## src/rtl/ariane_pkg.sv

```systemverilog
// Core package slice: the scoreboard entry carried from decode to issue.
package ariane_pkg;

   typedef struct packed {
      logic [31:0] pc;
      logic [2:0]  trans_id;
      logic [3:0]  fu;
      logic [7:0]  op;
      logic [4:0]  rs1;
      logic [4:0]  rs2;
      logic [4:0]  rd;
      logic [31:0] result;
      logic        valid;
      logic        use_imm;
   } scoreboard_entry_t;

endpackage

```

## src/rtl/config_pkg.sv

```systemverilog
// Core configuration slice: only the configuration record type and the
// empty default configuration are needed by the decode/issue buffer.
package config_pkg;

   typedef struct packed {
      logic [31:0] XLEN;
      logic [31:0] VLEN;
      logic        RVF;
      logic        RVC;
      logic        DebugEn;
      logic [7:0]  NrCommitPorts;
   } cva6_cfg_t;

   localparam cva6_cfg_t cva6_cfg_empty = '0;

endpackage

```

## src/rtl/decode_issue_fifo.sv

```systemverilog
// Decode-to-issue buffer. Holds up to DEPTH decoded instructions and offers
// the oldest to the issue stage. After a control-flow instruction is issued,
// further issue is held off until execute resolves that branch.
module decode_issue_fifo
   import ariane_pkg::*;
#(
   parameter config_pkg::cva6_cfg_t CVA6Cfg = config_pkg::cva6_cfg_empty,
   parameter int unsigned           DEPTH   = 4
) (
   input  logic                      clk_i,
   input  logic                      rst_ni,
   input  logic                      flush_i,
   input  logic                      stall_i,
   input  scoreboard_entry_t         decoded_instr_i,
   input  logic                      decoded_instr_valid_i,
   input  logic                      is_ctrl_flow_i,
   output logic                      decoded_instr_ready_o,
   output scoreboard_entry_t         issue_instr_o,
   output logic                      issue_instr_valid_o,
   output logic                      issue_is_ctrl_flow_o,
   input  logic                      issue_ack_i,
   input  logic                      resolve_branch_i,
   output logic [$clog2(DEPTH):0]    fill_level_o
);

   localparam int unsigned PtrW = $clog2(DEPTH);
   localparam logic [PtrW:0] FullLvl = (PtrW + 1)'(DEPTH);

   typedef enum logic {
      IDLE,
      WAIT_BRANCH
   } state_e;

   typedef struct packed {
      scoreboard_entry_t instr;
      logic              ctrl_flow;
   } slot_t;

   slot_t          r_mem [DEPTH];
   logic [PtrW-1:0] r_rd_ptr;
   logic [PtrW-1:0] r_wr_ptr;
   logic [PtrW:0]   r_fill;
   state_e          r_state;

   logic w_ready;
   logic w_valid;
   logic w_push;
   logic w_pop;
   logic w_unused_cfg;

   assign w_unused_cfg = ^CVA6Cfg;

   // Handshake qualifiers; ready depends only on fill level and flush so
   // there is no combinational path from issue_ack_i.
   always_comb begin
      w_ready = (r_fill != FullLvl) && !flush_i;
      w_valid = (r_fill != '0) && !stall_i && (r_state == IDLE) && !flush_i;
      w_push  = decoded_instr_valid_i && w_ready;
      w_pop   = w_valid && issue_ack_i;
   end

   // Output drive: head entry comes straight from storage.
   always_comb begin
      decoded_instr_ready_o = w_ready;
      issue_instr_valid_o   = w_valid;
      issue_instr_o         = r_mem[r_rd_ptr].instr;
      issue_is_ctrl_flow_o  = r_mem[r_rd_ptr].ctrl_flow;
      fill_level_o          = r_fill;
   end

   // Entry storage: written only on an accepted push.
   always_ff @(posedge clk_i or negedge rst_ni) begin
      if (!rst_ni) begin
         for (int unsigned i = 0; i < DEPTH; i++) begin
            r_mem[i] <= '0;
         end
      end else if (w_push) begin
         r_mem[r_wr_ptr] <= '{instr: decoded_instr_i, ctrl_flow: is_ctrl_flow_i};
      end
   end

   // Pointers and fill level; flush discards everything buffered.
   always_ff @(posedge clk_i or negedge rst_ni) begin
      if (!rst_ni) begin
         r_rd_ptr <= '0;
         r_wr_ptr <= '0;
         r_fill   <= '0;
      end else if (flush_i) begin
         r_rd_ptr <= '0;
         r_wr_ptr <= '0;
         r_fill   <= '0;
      end else begin
         if (w_push) begin
            r_wr_ptr <= r_wr_ptr + 1'b1;
         end
         if (w_pop) begin
            r_rd_ptr <= r_rd_ptr + 1'b1;
         end
         case ({w_push, w_pop})
            2'b10:   r_fill <= r_fill + 1'b1;
            2'b01:   r_fill <= r_fill - 1'b1;
            default: r_fill <= r_fill;
         endcase
      end
   end

   // Branch gate: issuing a control-flow entry blocks issue until resolve.
   always_ff @(posedge clk_i or negedge rst_ni) begin
      if (!rst_ni) begin
         r_state <= IDLE;
      end else if (flush_i) begin
         r_state <= IDLE;
      end else begin
         case (r_state)
            IDLE: begin
               if (w_pop && r_mem[r_rd_ptr].ctrl_flow) begin
                  r_state <= WAIT_BRANCH;
               end
            end
            WAIT_BRANCH: begin
               if (resolve_branch_i) begin
                  r_state <= IDLE;
               end
            end
            default: r_state <= IDLE;
         endcase
      end
   end

endmodule

```

## config.mk

```make
export PLATFORM = sky130hd
export DESIGN_NAME = decode_issue_fifo
export DESIGN_NICKNAME = d
export VERILOG_FILES = /design/src/rtl/ariane_pkg.sv /design/src/rtl/config_pkg.sv /design/src/rtl/decode_issue_fifo.sv
export SDC_FILE = /design/constraint.sdc
export NUM_CORES = 1
export LEC_CHECK = 0
export CELL_PAD_IN_SITES_DETAIL_PLACEMENT = 2
export CELL_PAD_IN_SITES_GLOBAL_PLACEMENT = 2
export CORE_ASPECT_RATIO = 1.25
export CORE_MARGIN = 2
export CORE_UTILIZATION = 37
export DETAILED_ROUTE_END_ITERATION = 10
export PLACE_DENSITY_LB_ADDON = 0.1
export RECOVER_POWER = 100
export SYNTH_ARGS = -nofsm -noshare
export SYNTH_HDL_FRONTEND = slang
export SYNTH_SLANG_ARGS = --single-unit
```

## constraint.sdc

```tcl
create_clock -name clk_i -period 2 [get_ports clk_i]
set_input_delay 0.3 -clock clk_i [delete_from_list [all_inputs] [get_ports clk_i]]
set_output_delay 0.3 -clock clk_i [all_outputs]
set_load 0.02 [all_outputs]
```

==> key figures <==
Outcome
  – Run status: complete, but fails checks
  – Failing checks: setup timing

Timing
  – Unrepaired setup endpoints after global routing: yes
  – Hold WS: 0.321 ns
  – Final Max Slew Viols: 0
  – Fin crit period: 2.44 ns
  – TNS Setup: -135.13 ns
  – Final setup fails: 490
  – Final period utilization: 122%
  – Worst Skew: 0.0197 ns
  – Worst slew pin tran: 1.41 ns
  – Final setup margin: -0.441 ns
  – Fmax: 410 MHz
  – Final hold vios: 0
  – Rel. slew slack: 6.27%

Placed design
  – GPL Wtd Cong: 0.689
  – Cells after DPL: 1815
  – Buffers on Ports: 205
  – DP Wirelength: 29.8 mm

Yosys
  – Syn Area/Cell: 17.4 sq um
  – Synth warn: 0
  – Syn Inst Count: 993
  – Sequential element share of the synthesized area: 57.5%
  – Adder-Cell Fraction of Synth Area: 0.406%
  – #FFs+latches synth: 396
  – Post-Synth XOR/XNOR Area: 0.254%
  – Largest family of logic cells by synthesized area: multiplexers
  – Simple-Gate Fraction of Synth Area: 1.11%
  – Synth Cell Area: 17200 sq um
  – Compound-Gate Fraction of Synth Area: 0.269%
  – Multiplexer area fraction after synthesis: 38.0%
  – Synth Net Count: 1102
  – Yosys cell types: 32

Pwr
  – P per Cell Area: 1200 nW/um^2
  – Maximum vdd ir drop: 0.689 mV
  – Tot Pwr: 30.0 mW
  – Leakage: 11.6 nW

Cells and area
  – Share of layout cells above drive strength 1: 59.1%
  – Cell Count, Final, Fillers Out: 2009
  – # fillers: 3966
  – Final core occ: 54.1%
  – Area grow syn2layout: 44.7%
  – Most frequent cells in the layout: dfrtp_1 (391), mux2_4 (179), mux2_2 (177), buf_6 (112), clkdlybuf4s50_1 (102)
  – Nets@finish: 1501
  – Commonest non-fill, non-tap cell in the layout: dfrtp_1

Floorplan
  – Total core area: 46100 sq um
  – Die area: 48300 sq um
  – IO Pins: 206
  – Row count: 88
  – Initial Util: 37.4%
  – Die Height: 245 um
  – Die W: 197 um

Clocking
  – H-tree levels: 2
  – Clk buf depth: 3
  – Total CTS buffers: 43
  – Clock slew at reported path FFs: 0.06 ns
  – Clk_lat worst skew: 0.58 ns
  – CTS tree: done
  – CTS Sinks: 396
  – CTS Root Cell: clkbuf_16

Global route
  – Global-route wire length before repair: 70.7 mm
  – Total grt overflow: 0
  – Initial antenna violation count: 4
  – Vias in the first global route: 11.7k
  – Largest net degree at the start of global routing: 65
  – GR Util All Layers: 19.2%

Routing
  – DR iter-0 viols: 330
  – Post-DR wirelength/cell: 28.4 um
  – DR pass1 iterations: 4
  – DRT antenna net count: 0
  – Vias: 10.6k
  – Total Wirelength: 57.1 mm
  – Via density: 5.28
  – Drc violations: 0

Hold path
  – Worst hold path depth: 2
  – Hold Crit Class: in2reg

Critical path
  – Crit-path max FO: 5
  – Setup crit start kind: register
  – CP Data Arrival Time: 2.14 ns
  – WS Path Type: reg2out
  – R2R depth: 9
  – CP endpoint kind: output pin
  – CP required: 1.70 ns

Run
  – Max_cap viols: 0
[logic make-up after synthesis]
kind of cell	Yosys count
compound gates	7
xor+xnor	5
fa+ha+maj	5
buf+inv	67
flops	396
mux	485
simple gates	28
[cell usage after synthesis, drive strengths merged]
cell	count	area share [%]
nand3	3	0.087
nand2b	2	0.073
o21ai	4	0.12
or3	1	0.036
nor2	5	0.11
and4b	1	0.058
o31a	1	0.051
xor2	3	0.15
nor2b	1	0.036
nor3b	2	0.15
xnor2	2	0.10
o31ai	1	0.044
and3	1	0.036
dfrtp	396	57
a32o	1	0.058
nor3	2	0.058
mux4	97	13
nor4bb	1	0.058
nor4b	2	0.19
buf	57	2.2
fa	1	0.12
ha	4	0.29
clkbuf	7	0.15
nand2	7	0.23
inv	3	0.065
mux2	388	25
[critical path: stages, from the launching register on]
cell	delay, ns
dfrtp_4	0.54
buf_8	0.17
clkbuf_16	0.16
buf_6	0.11
mux4_2	0.43
buf_6	0.15
[worst paths after layout]
check | startpoint | slack [ns] | endpoint
worst max-delay path | r_rd_ptr[0] | -0.44 | issue_instr_o[2]
worst min-delay path | resolve_branch_i | 0.32 | r_state
worst max register to register | fill_level_o[0] | -0.36 | r_mem[126]
worst min register to register | r_mem[173] | 0.49 | r_mem[173]
max in group asynchronous | rst_ni | 0.08 | r_mem[150]
min in group asynchronous | rst_ni | 0.60 | r_mem[364]
[registers in the layout, summed over array words and instances, names as in the netlist]
register      count
r_rd_ptr          2
r_wr_ptr          2
r_mem           388
fill_level_o      3
r_state           1
[metrics by stage]
| stage | instance area (sq um) | setup WS (ns) |
|---|---|---|
| finish | 24900 | -0.441 |
| global route | 24900 | -0.505 |
| detailed placement | 20900 | -0.332 |
| global placement | 20900 | -0.329 |
| floorplan | 17300 | 0.0290 |
| CTS | 22300 | -0.558 |
[report_power, final]
part	internal (mW)	switching [mW]	total, mW
sequential	10.9	1.65	12.5
combinational	5.71	3.51	9.21
clock	4.98	3.30	8.28
[final cells by class]
type	count	area, sq um	share of cell area, %
antenna	3	7.51	0.0301
clock inverter	8	140	0.562
sequential	396	9920	39.8
tap	585	732	2.93
multi-input combinational	534	7740	31.0
inverter	3	11.3	0.0451
clock buffer	66	1310	5.23
timing repair buffer	414	5090	20.4
[timing repair]
action | 4_1_cts | 5_1_grt
hold endpoints to repair | 29 | 0
setup endpoints to repair | 108 | 479
pin swaps | 2 | 7
buffers inserted | 18 | 53
hold buffers | 1 | 0
resized for setup | 456 | 372
gates cloned | 2 | 47
[metal layers]
| layer | part of all wire, % | wire length (um) | up-vias | global-route usage (%) |
|---|---|---|---|---|
| met5 | 0.032 | 18 | - | 0 |
| met4 | 2.1 | 1180 | 4 | 4.18 |
| met3 | 4.9 | 2790 | 73 | 5.10 |
| met2 | 52 | 29900 | 208 | 33.8 |
| met1 | 41 | 23100 | 5772 | 23.7 |
| li1 | - | - | 4545 | - |
Power figures use the tool's default switching activity.
